==> config.mk <==
export PLATFORM = sky130hd
export DESIGN_NAME = rst_seq_ctrl
export DESIGN_NICKNAME = d
export VERILOG_FILES = /design/src/rtl/rst_seq_ctrl.sv
export SDC_FILE = /design/constraint.sdc
export NUM_CORES = 1
export LEC_CHECK = 0
export ABC_AREA = 1
export CAP_MARGIN = 25
export CORE_ASPECT_RATIO = 1.5
export CORE_MARGIN = 2
export CORE_UTILIZATION = 37
export CTS_BUF_LIST = sky130_fd_sc_hd__clkbuf_4 sky130_fd_sc_hd__clkbuf_8 sky130_fd_sc_hd__clkbuf_16
export CTS_CLUSTER_DIAMETER = 150
export DETAILED_ROUTE_END_ITERATION = 10
export PLACE_DENSITY = 0.61
export SLEW_MARGIN = 20
export SYNTH_ARGS = -nofsm -noshare
export SYNTH_HDL_FRONTEND = slang
export SYNTH_SLANG_ARGS = --single-unit
export TNS_END_PERCENT = 5
==> constraint.sdc <==
create_clock -name clk_100M -period 1 [get_ports clk_100M]
set_clock_uncertainty 0.05 [all_clocks]
set_input_delay 0.25 -clock clk_100M [delete_from_list [all_inputs] [get_ports clk_100M]]
set_output_delay 0.25 -clock clk_100M [all_outputs]
set_load 0.005 [all_outputs]
==> src/rtl/rst_seq_ctrl.sv <==
// rst_seq_ctrl: reset sequencer for a PLL-clocked system.
// Waits for a filtered PLL lock, releases N_DOM reset domains one at a time
// with a fixed stagger, and falls back to HOLD on lock loss or a software
// reset request. Lock-loss events are counted in a saturating counter.
module rst_seq_ctrl #(
   parameter int unsigned N_DOM       = 3,
   parameter int unsigned SYNC_STAGES = 2,
   parameter int unsigned LOCK_FILTER = 16,
   parameter int unsigned STAGGER     = 8,
   parameter int unsigned MIN_HOLD    = 32,
   parameter int unsigned CNT_W       = 8
) (
   input  logic             clk_100M,
   input  logic             rst_n,
   input  logic             pll_lock,
   input  logic             sw_rst_req,
   output logic [N_DOM-1:0] rst_n_out,
   output logic             ready,
   output logic [2:0]       state,
   output logic [CNT_W-1:0] lock_lost_cnt
);

   localparam int unsigned FILT_W = $clog2(LOCK_FILTER + 1);
   localparam int unsigned STAG_W = $clog2(STAGGER + 1);
   localparam int unsigned HOLD_W = $clog2(MIN_HOLD + 1);
   localparam int unsigned DOM_W  = $clog2(N_DOM + 1);

   typedef enum logic [2:0] {
      ST_RESET     = 3'd0,
      ST_WAIT_LOCK = 3'd1,
      ST_RELEASE   = 3'd2,
      ST_RUN       = 3'd3,
      ST_HOLD      = 3'd4
   } state_e;

   // Synchronizer chains
   logic [SYNC_STAGES-1:0] rst_sync_q,  rst_sync_d;
   logic [SYNC_STAGES-1:0] lock_sync_q, lock_sync_d;
   logic                   rst_int_n;
   logic                   lock_s;

   // Sequencer state
   state_e             state_q,    state_d;
   logic [FILT_W-1:0]  filt_cnt_q, filt_cnt_d;
   logic [STAG_W-1:0]  stag_cnt_q, stag_cnt_d;
   logic [DOM_W-1:0]   dom_idx_q,  dom_idx_d;
   logic [HOLD_W-1:0]  hold_cnt_q, hold_cnt_d;
   logic [N_DOM-1:0]   rst_out_q,  rst_out_d;
   logic               ready_q,    ready_d;
   logic [CNT_W-1:0]   lost_cnt_q, lost_cnt_d;

   // Shift a constant one into the reset chain and pll_lock into the lock chain
   always_comb begin
      rst_sync_d  = {rst_sync_q[SYNC_STAGES-2:0], 1'b1};
      lock_sync_d = {lock_sync_q[SYNC_STAGES-2:0], pll_lock};
   end

   // Synchronizer flops: cleared asynchronously by the raw reset
   always_ff @(posedge clk_100M or negedge rst_n) begin
      if (!rst_n) begin
         rst_sync_q  <= '0;
         lock_sync_q <= '0;
      end else begin
         rst_sync_q  <= rst_sync_d;
         lock_sync_q <= lock_sync_d;
      end
   end

   // Internal reset asserts with rst_n, releases after the chain fills
   assign rst_int_n = rst_sync_q[SYNC_STAGES-1];
   assign lock_s    = lock_sync_q[SYNC_STAGES-1];

   // Next-state and next-output logic for the sequencer
   always_comb begin
      state_d    = state_q;
      filt_cnt_d = filt_cnt_q;
      stag_cnt_d = stag_cnt_q;
      dom_idx_d  = dom_idx_q;
      hold_cnt_d = hold_cnt_q;
      rst_out_d  = rst_out_q;
      ready_d    = 1'b0;
      lost_cnt_d = lost_cnt_q;

      case (state_q)
         ST_RESET: begin
            state_d    = ST_WAIT_LOCK;
            filt_cnt_d = '0;
            rst_out_d  = '0;
         end

         ST_WAIT_LOCK: begin
            // Software requests are ignored here; only the lock filter matters
            rst_out_d = '0;
            if (!lock_s) begin
               filt_cnt_d = '0;
            end else if (filt_cnt_q == FILT_W'(LOCK_FILTER - 1)) begin
               state_d    = ST_RELEASE;
               filt_cnt_d = '0;
               stag_cnt_d = '0;
               dom_idx_d  = DOM_W'(1);
               rst_out_d  = N_DOM'(1);
            end else begin
               filt_cnt_d = filt_cnt_q + FILT_W'(1);
            end
         end

         ST_RELEASE, ST_RUN: begin
            if (!lock_s) begin
               // Lock loss wins over a simultaneous software request
               state_d    = ST_HOLD;
               hold_cnt_d = '0;
               rst_out_d  = '0;
               if (lost_cnt_q != '1) begin
                  lost_cnt_d = lost_cnt_q + CNT_W'(1);
               end
            end else if (sw_rst_req) begin
               state_d    = ST_HOLD;
               hold_cnt_d = '0;
               rst_out_d  = '0;
            end else if (state_q == ST_RUN) begin
               ready_d = 1'b1;
            end else if (dom_idx_q == DOM_W'(N_DOM)) begin
               state_d = ST_RUN;
               ready_d = 1'b1;
            end else if (stag_cnt_q == STAG_W'(STAGGER - 1)) begin
               // Domains are released strictly in index order
               rst_out_d  = rst_out_q | (N_DOM'(1) << dom_idx_q);
               dom_idx_d  = dom_idx_q + DOM_W'(1);
               stag_cnt_d = '0;
            end else begin
               stag_cnt_d = stag_cnt_q + STAG_W'(1);
            end
         end

         ST_HOLD: begin
            rst_out_d  = '0;
            filt_cnt_d = '0;
            if (sw_rst_req) begin
               hold_cnt_d = '0;
            end else if (hold_cnt_q == HOLD_W'(MIN_HOLD - 1)) begin
               state_d    = ST_WAIT_LOCK;
               hold_cnt_d = '0;
            end else begin
               hold_cnt_d = hold_cnt_q + HOLD_W'(1);
            end
         end

         default: begin
            // Illegal encodings recover through HOLD
            state_d    = ST_HOLD;
            hold_cnt_d = '0;
            rst_out_d  = '0;
         end
      endcase
   end

   // Sequencer registers, cleared asynchronously by the internal reset
   always_ff @(posedge clk_100M or negedge rst_int_n) begin
      if (!rst_int_n) begin
         state_q    <= ST_RESET;
         filt_cnt_q <= '0;
         stag_cnt_q <= '0;
         dom_idx_q  <= '0;
         hold_cnt_q <= '0;
         rst_out_q  <= '0;
         ready_q    <= 1'b0;
         lost_cnt_q <= '0;
      end else begin
         state_q    <= state_d;
         filt_cnt_q <= filt_cnt_d;
         stag_cnt_q <= stag_cnt_d;
         dom_idx_q  <= dom_idx_d;
         hold_cnt_q <= hold_cnt_d;
         rst_out_q  <= rst_out_d;
         ready_q    <= ready_d;
         lost_cnt_q <= lost_cnt_d;
      end
   end

   assign rst_n_out     = rst_out_q;
   assign ready         = ready_q;
   assign state         = state_q;
   assign lock_lost_cnt = lost_cnt_q;

endmodule

# --- Word level (Yosys, flattened, before mapping) ---
# Cells that the tools add are included.
word_totals:
  reg_bits: 36
  latchBits: 0
  ram_bits: 0
  rom_bits: 0
  in_bits: 4
  out_inout_bits: 15
  wordCells: 100
  n_memories: 0
classes:
  n_addsub: 5
  multipliers: 0
  div: 0
  order_cmp: 0
  n_eq_ne: 23
  shift: 1
  muxes: 46
  bitwise_logic: 3
  n_reduce_logical: 12
op_table:
  columns: ["operator", "n"]
  rows:
  - ["3-bit two-way mux", 13]
  - ["4-bit two-way mux", 7]
  - ["6-bit two-way mux", 4]
  - ["2-bit != test, second input constant", 9]
  - ["6-bit case mux with 3 select lines", 1]
  - ["4-bit != test, second input constant", 4]
  - ["2-bit two-way mux", 7]
  - ["3-bit case mux with 4 select lines", 1]
  - ["5-bit two-way mux", 2]
  - ["5-bit case mux with 2 select lines", 1]
  - ["8-bit by 1-bit adder with 8-bit output, second input constant", 1]
  - ["8-bit != test, second input constant", 1]
  - ["4-bit case mux with 2 select lines", 1]
  - ["8-bit AND reduction", 1]
  - ["1-bit two-way mux", 7]
  - ["7-bit AND reduction", 1]
  - ["6-bit by 1-bit adder with 6-bit output, second input constant", 1]
  - ["3-bit by 2-bit equality test with 1-bit output, second input constant", 2]
  - ["6-bit by 5-bit equality test with 1-bit output, second input constant", 1]
  - ["3-bit case mux with 2 select lines", 1]
  - ["3-bit AND reduction", 2]
  - ["6-bit AND reduction", 1]
  - ["2-bit OR reduction", 3]
  - ["5-bit by 1-bit adder with 5-bit output, second input constant", 1]
  - ["15 further kinds", 17]

# --- Longest topological paths before layout ---
# Gate-level depths: netlist of the first run.
logic_depth:
  word_depth: 8
  depth_mapped: 9
  depth_no_buf: 9

# --- Worst setup path after synthesis of the first run ---
# OpenSTA, ideal clock, no wires.
synth_path:
  kind: "reg2reg"
  start: "register dom_idx_q[0]"
  end: "register dom_idx_q[1]"
  setup_ps: 117
  t_arrival_ps: 1198
  required_ps: 833
  setup_slack_ps: -365
  stages_incl_launch_ff: 10
  path_buffers: 0
  period_less_slack_ps: 1365
  path_cell_list: "dfrtp_1 ha_1 inv_1 nand2_1 nor2_8 inv_2 nand2_4 nand2_1 nand2_1 nand2_1"
synth_via:
  elab_chain_cells: 7
  word_cells_on_any_way: 10
  cone_classes: "1 x add/sub; 2 x eq/ne; 6 x mux; 1 x reduce/logical"
synth_lines:
  columns: ["element", "line", "rtl"]
  rows:
  - ["start, declared", "46", "logic [DOM_W-1:0] dom_idx_q, dom_idx_d;"]
  - ["start signal, assigned", "172", "dom_idx_q <= dom_idx_d;"]
  - ["2-bit by 1-bit adder with 2-bit output", "128", "dom_idx_d = dom_idx_q + DOM_W'(1);"]
  - ["2-bit two-way mux", "125", "end else if (stag_cnt_q == STAG_W'(STAGGER - 1)) begin"]
  - ["2-bit two-way mux", "122", "end else if (dom_idx_q == DOM_W'(N_DOM)) begin"]
  - ["2-bit two-way mux", "120", "end else if (state_q == ST_RUN) begin"]
  - ["2-bit two-way mux", "116", "end else if (sw_rst_req) begin"]
  - ["2-bit two-way mux", "108", "if (!lock_s) begin"]
  - ["2-bit case mux with 2 select lines", "84", "case (state_q)"]
# Several ways; a longest one is shown, not always the timed one. The select of a mux whose other input is x is not followed.
# A chain may end at the register's enable or synchronous reset.

# --- Final worst setup path of the first run ---
layout_path:
  start: "register state_q[2] (netlist: state[2])"
  end: "register dom_idx_q[1]"
layout_via:
  elab_chain_cells: 4
  word_cells_on_any_way: 14
  cone_classes: "10 x eq/ne; 1 x mux; 3 x reduce/logical"
layout_lines:
  columns: ["element", "line", "rtl"]
  rows:
  - ["start, declared", "43", "state_e state_q, state_d;"]
  - ["start signal, assigned", "169", "state_q <= state_d;"]
  - ["3-bit by 2-bit equality test with 1-bit output (on tied branches)", "84, 120", null]
  - ["2-bit OR reduction", "84", null]
  - ["2-bit != test (no line) / 2-bit nonzero test (equally long branches)", null, null]
  - ["8-bit AND reduction (no line)", null, null]
# Several ways; a longest one is shown, not always the timed one.

==> reports/results.ini, run 1 <==
[synth]
ys_seq_area_frac = 0.466
synth_area_leaders = dfrtp_1 47%, nand2_1 13%, nand3_1 6.0%
synth_top_area_share = 0.466
async_reset_ff_frac = 1.00
yosys_warnings = 0
ys_types = 28
yosys.area.top_type = dfrtp_1
syn_nets = 248
synth.avg_cell_area_sq_um = 8.20
synthCells = 236
synth_seq_cells = 36
synth_area_sq_um = 1930
synth-edff-count = 0
ys.flop_type = dfrtp_1

[worst_setup_path]
rr_startpoint = state[2]
cp.required_ns = 1.12
cp-start-kind = flip-flop
reg2reg_slack_ns = -0.44
r2r-end = dom_idx_q[1]
r2r_cells = 10
cp.arrival_ns = 1.56
worstSetupEndpointType = flip-flop
crit_fanout = 6
worst-setup-path-type = flip-flop to flip-flop

[layout]
antenna_cells = 0
layout-drive-gt1-share = 0.414
syn_to_final_growth_pct = 51.6
final_area_sq_um = 2930
finalNetCount = 344
final_cells = 401

[cts]
cts_made_buffers = 5
cts_buffer_depth = 2
path_clk_slew_ns = 0.07
cts_tree = yes
cts_root_buffer = clkbuf_8
numClockSinks = 36
holdBufCountCts = 0
clock_latency_ns = 0.28
htree_levels = 2

[sta]
final.setup.tns_ns = -11.97
worst_slack_ns = -0.443
drv_slew = 0
rsz0062_at_grt = true
min_period_ns = 1.44
fmax_mhz = 693
hold_ws_ns = 0.114
timing_hold_violations_final = 0
setup_violations = 47
timing.final.crit_share = 1.44

[power]
cellPowerDensity_nw_per_um2 = 2080
power.internal_w = 0.00388
combPwrFrac = 0.513
peakVddDrop_mv = 1.15
p_clk_frac = 0.181
p_sw_frac = 0.363
p_sw_w = 0.00221
pwr-share-seq = 0.305
static-leakage-power_nw = 1.51

[outcome]
violations = setup timing
status = finished, violations left

[placed_design]
placed_cell_area_sq_um = 2670
dpl_worst_slack_ns = -0.608
gp_congestion = 0.843
hpwl_um = 3320
portBuffers = 18
dp.cells = 379

[floorplan]
start_util = 0.380
std_cell_rows = 32
die_y_um = 92.6
core_area_sq_um = 5080
die-area_sq_um = 5830
ios = 19
die_x_um = 63.0

[global_routing]
grt_pass1_wl_um = 8090
grt_max_degree = 33
grt_pass1_vias = 1925
grt-ovfl-total = 0
grtUsageTotal = 0.177
antenna_found_initial = 0

[worst_hold_path]
hold_path_class = input port to async pin

[detailed_routing]
drt-vias-per-instance = 4.67
routed_wl_um = 4700
drt-pass1-iter-count = 4
drt_iter0_drc = 59
num_vias = 1873
ant_nets = 0
drc = 0
wl_per_cell_um = 11.7

[job]
cap_viol_max_count = 0

==> synth_stat cells, types with 2 or more instances <==
cell / instances
nand2_1: 69
dfrtp_1: 36
inv_1: 24
nand3_1: 23
nor2_1: 17
a21oi_1: 10
o21ai_0: 10
ha_1: 8
xnor2_1: 5
nand4_1: 4
xor2_1: 4
nand2_2: 3
nand2_4: 3
inv_2: 2
nand3b_1: 2
nor2_4: 2
nor3_1: 2
or2_2: 2
==> cells by family (layout without fill, tap and decap cells) <==
group / Yosys count / after routing / synth area share
XOR/XNOR: 9 / 9 / 0.0407
buffers and inverters: 27 / 124 / 0.0530
other: 1 / 1 / 0.00194
flip-flops: 36 / 36 / 0.466
AO/OA/AOI/OAI: 25 / 25 / 0.0705
AND/OR/NAND/NOR: 130 / 130 / 0.316
adder cells (fa/ha/maj): 8 / 8 / 0.0517
==> worst max-delay path by stage <==
stage | startpoint | end | slack [ns] | depth (start not counted)
after global placement | sw_rst_req | hold_cnt_q[5] | -0.56 | 8
after detailed placement | sw_rst_req | hold_cnt_q[5] | -0.61 | 7
after floorplan | lock_lost_cnt[0] | lock_lost_cnt[7] | -0.31 | 8
after global routing | state[2] | dom_idx_q[1] | -0.52 | 10
final | state[2] | dom_idx_q[1] | -0.44 | 10
after CTS | state[2] | dom_idx_q[1] | -0.44 | 10
==> power by group through the flow <==
stage               clock network [W]  registers [W]  logic (W)
finish                        0.00111        0.00186    0.00313
global route                  0.00121        0.00189    0.00346
CTS                           0.00115        0.00185    0.00307
detailed placement                  0        0.00192    0.00259
global placement                    0        0.00192    0.00256
floorplan                           0        0.00198    0.00118
==> cell usage in the layout (no fill, tap or decap), drive strengths merged, types with 5 or more instances in the layout <==
master	n
o21ai	10
dfrtp	36
xnor2	5
nand3	23
ha	8
nor2	21
a21oi	10
buf	73
nand2	75
inv	26
clkbuf	22
==> layer usage <==
| metal | up-vias | global-route usage | wire [um] |
|---|---|---|---|
| met5 | - | 0 | 0 |
| met4 | 0 | 0.0667 | 70 |
| met3 | 5 | 0.0304 | 134 |
| met2 | 34 | 0.348 | 2710 |
| met1 | 881 | 0.182 | 1780 |
| li1 | 953 | - | - |
==> flip-flops by register name, summed over array words and instances, names as in the netlist <==
| register | cells |
|---|---|
| state | 3 |
| stag_cnt_q | 4 |
| dom_idx_q | 2 |
| lock_lost_cnt | 8 |
| ready | 1 |
| filt_cnt_q | 5 |
| rst_n_out | 3 |
| hold_cnt_q | 6 |
| rst_sync_q | 2 |
| lock_sync_q | 2 |
==> through the flow <==
| step | utilization | power (W) |
|---|---|---|
| 3_3_place_gp | 0.525 | 0.00448 |
| 4_1_cts | 0.583 | 0.00607 |
| 5_1_grt | 0.577 | 0.00655 |
| 6_report | 0.577 | 0.00609 |
| 3_5_place_dp | 0.525 | 0.00451 |
| 2_1_floorplan | - | 0.00315 |
==> repair_timing <==
action | CTS | global route
endpoints found under the setup margin | 47 | 47
setup buffers | 14 | 0
gates resized for setup | 60 | 24
pin swaps | 7 | 3
==> layout make-up <==
class / count / area (sq um)
Clock buffer: 8 / 97.6
Sequential cell: 36 / 905
Multi-Input combinational cell: 173 / 1060
Fill cell: 479 / 2150
Tap cell: 68 / 85.1
Timing Repair Buffer: 90 / 682
Inverter: 26 / 103
==> critical path, cell delays in order (launching register included) <==
cell and delay (ns):
dfrtp_2 0.41, buf_6 0.13, buf_6 0.11, nor2_4 0.17, nand2_4 0.09, nor2_8 0.11, inv_4 0.04, nand2_4 0.07
nand2_1 0.05, nand2_1 0.05, nand2_1 0.05
Power figures use the tool's default switching activity.
==> run 2, diff against run 1 <==
- ABC_AREA: 1 -> 0
==> reports/results.ini, run 2 <==
[outcome]
status = finished, violations left  ; unchanged
violations = setup timing  ; unchanged

[layout]
final_cell_mix = 48 x buf_4, 32 x dfrtp_1, 15 x nand2_1  ; was 66 x buf_4, 64 x nand2_1, 33 x dfrtp_1
largest_reg_flops = 8  ; unchanged
antenna_cells = 0  ; unchanged
final_common_cell = buf_4  ; unchanged
final_area_sq_um = 2700  ; was 2930 sq um
syn_to_final_growth_pct = 49.8  ; was 51.6%
finalNetCount = 264  ; was 344
layout-drive-gt1-share = 0.456  ; was 0.414

[power]
cellPowerDensity_nw_per_um2 = 1250  ; was 2080 nW/um^2
static-leakage-power_nw = 1.31  ; was 1.51 nW
pwr-share-seq = 0.461  ; was 0.305
combPwrFrac = 0.239  ; was 0.513
p_clk_frac = 0.300  ; was 0.181
total_power_w = 0.00338  ; was 0.00609 W
power.internal_w = 0.00244  ; was 0.00388 W
p_sw_w = 0.000940  ; was 0.00221 W
peakVddDrop_mv = 0.835  ; was 1.15 mV
p_sw_frac = 0.278  ; was 0.363

[sta]
timing.final.crit_share = 1.64  ; was 1.44
drv_slew = 0  ; unchanged
rsz0062_at_grt = true  ; unchanged
worst_slack_ns = -0.635  ; was -0.443 ns
min_period_ns = 1.64  ; was 1.44 ns
setup_violations = 47  ; unchanged
fmax_mhz = 611  ; was 693 MHz
timing_hold_violations_final = 0  ; unchanged
hold_ws_ns = 0.107  ; was 0.114 ns

[synth]
synth_most_common_cell = dfrtp_1  ; was nand2_1
ys_seq_area_frac = 0.500  ; was 0.466
syn_nets = 180  ; was 248
async_reset_ff_frac = 1.00  ; unchanged
synth_area_sq_um = 1800  ; was 1930 sq um
synthCells = 168  ; was 236
synth.avg_cell_area_sq_um = 10.7  ; was 8.20 sq um
ys_types = 43  ; was 28
synth_area_leaders = dfrtp_1 50%, ha_1 5.6%, o21ai_0 3.9%  ; was dfrtp_1 47%, nand2_1 13%, nand3_1 6.0%
synth-edff-count = 0  ; unchanged
yosys.area.top_type = dfrtp_1  ; unchanged
netlist_top_cells_count = 36 x dfrtp_1, 16 x nand2_1, 14 x o21ai_0  ; was 69 x nand2_1, 36 x dfrtp_1, 24 x inv_1
ys.flop_type = dfrtp_1  ; unchanged
synth_seq_cells = 36  ; unchanged
yosys_warnings = 0  ; unchanged
synth_top_area_share = 0.500  ; was 0.466

[cts]
cts_buffer_depth = 2  ; unchanged
numClockSinks = 36  ; unchanged
cts_made_buffers = 5  ; unchanged
path_clk_slew_ns = 0.07  ; about the same
cts_tree = yes  ; unchanged
holdBufCountCts = 0  ; unchanged
cts_root_buffer = clkbuf_8  ; unchanged
clock_latency_ns = 0.29  ; was 0.28 ns
htree_levels = 2  ; unchanged

[worst_setup_path]
crit_family = flip-flops  ; was simple AND/OR/NAND/NOR gates
worst-setup-path-type = flip-flop to flip-flop  ; unchanged
cp_cell_sequence = buf_12 -> nand2b_1 -> a32o_1 -> a31oi_1 -> mux2_1  ; was buf_6 -> buf_6 -> nor2_4 -> nand2_4 -> nor2_8 -> inv_4 -> nand2_4 -> nand2_1 -> nand2_1 -> nand2_1
r2r_cells = 5  ; was 10
cp.buffers_inverters = 1  ; was 3
cp.required_ns = 1.11  ; was 1.12 ns
r2r-end = state[0]  ; was dom_idx_q[1]
cp.arrival_ns = 1.75  ; was 1.56 ns
cp-start-kind = flip-flop  ; unchanged
slowest_stage = dfrtp_2  ; unchanged
critPathMaxStageDelay_ns = 0.43  ; was 0.41 ns
reg2reg_slack_ns = -0.64  ; was -0.44 ns
rr_startpoint = state[0]  ; was state[2]
crit_fanout = 9  ; was 6
worstSetupEndpointType = flip-flop  ; unchanged

[global_routing]
grt_pass1_vias = 1786  ; was 1925
grt_pass1_wl_um = 7640  ; was 8090 um
grt-ovfl-total = 0  ; unchanged
antenna_found_initial = 0  ; unchanged
grt_max_degree = 33  ; unchanged
grtUsageTotal = 0.187  ; was 0.177

[detailed_routing]
ant_nets = 0  ; unchanged
num_vias = 1584  ; was 1873
routed_wl_um = 4510  ; was 4700 um
drt_iter0_drc = 46  ; was 59
drt-pass1-iter-count = 4  ; unchanged
drt-vias-per-instance = 4.98  ; was 4.67
drc = 0  ; unchanged
wl_per_cell_um = 14.2  ; was 11.7 um

[floorplan]
core_area_sq_um = 4770  ; was 5080 sq um
start_util = 0.377  ; was 0.380
die_x_um = 61.0  ; was 63.0 um
die_y_um = 89.4  ; was 92.6 um
die-area_sq_um = 5450  ; was 5830 sq um
ios = 19  ; unchanged
std_cell_rows = 31  ; was 32

[placed_design]
dpl_worst_slack_ns = -0.910  ; was -0.608 ns
gp_congestion = 0.860  ; was 0.843
portBuffers = 18  ; unchanged
placed_cell_area_sq_um = 2480  ; was 2670 sq um
hpwl_um = 3260  ; was 3320 um

[job]
cap_viol_max_count = 0  ; unchanged

[worst_hold_path]
hold_path_class = input port to async pin  ; unchanged

[run 2: changes by cell type in the layout (fill, tap and decap cells not counted), sizes merged, moves of 3 or more]
cell | previous run | this run
nor2 | 21 | 13
buf | 73 | 66
clkbuf | 22 | 16
o21ai | 10 | 14
nor2b | 0 | 3
nand3 | 23 | 7
mux2 | 0 | 4
nand2b | 0 | 4
xnor2 | 5 | 2
nand2 | 75 | 16
inv | 26 | 6
[run 2: metrics by stage]
step	utilization	instances	TNS [ns]
2_1_floorplan	-	168	-13.18
4_1_cts	0.559	318	-17.92
6_report	0.565	318	-16.83
3_5_place_dp	0.519	303	-21.51
3_3_place_gp	0.519	303	-20.45
5_1_grt	0.565	318	-19.86
[run 2: worst max-delay path by stage]
stage,start,end,depth (start not counted)
after detailed placement,sw_rst_req,state[0],5
after global placement,sw_rst_req,state[0],5
after global routing,state[0],state[0],5
after CTS,state[2],state[0],4
after floorplan,state[1],state[0],5
final,state[0],state[0],5
[run 2: final cells by class]
cell class / instances / area, sq um
clock inverter: 1 / 5.00
sequential: 36 / 906
clock buffer: 6 / 76.3
timing repair buffer: 80 / 657
multi-input combinational: 123 / 947
tap: 66 / 82.6
inverter: 6 / 22.5
fill: 417 / 2070
[run 2: power by group through the flow]
| stage | logic [W] | registers [W] | clock network (W) |
|---|---|---|---|
| floorplan | 0.000279 | 0.00160 | 0 |
| global placement | 0.000570 | 0.00160 | 0 |
| detailed placement | 0.000605 | 0.00161 | 0 |
| CTS | 0.000740 | 0.00155 | 0.00104 |
| global route | 0.000878 | 0.00156 | 0.00111 |
| finish | 0.000809 | 0.00156 | 0.00101 |
[run 2: cells by family after synthesis]
| logic type | share of synthesized area |
|---|---|
| and+or+nand+nor | 0.196 |
| AOI/OAI and AO/OA | 0.153 |
| DFF | 0.500 |
| buffers and inverters | 0.0236 |
| adders and majority gates | 0.0556 |
| xor gates and xnor gates | 0.0389 |
| muxes | 0.0306 |
| other | 0.00208 |
[run 2: repair_timing]
item | in CTS | in global routing
endpoints found under the setup margin | 47 | 47
resized for setup | 61 | 29
pin swaps | 14 | 3
buffers inserted | 8 | 0
[run 2: metal layers]
layer,global-route usage,vias up,wire length [um]
li1,-,765,-
met1,0.192,779,1700
met2,0.355,33,2540
met3,0.0463,7,178
met4,0.0652,0,87
met5,0,-,0
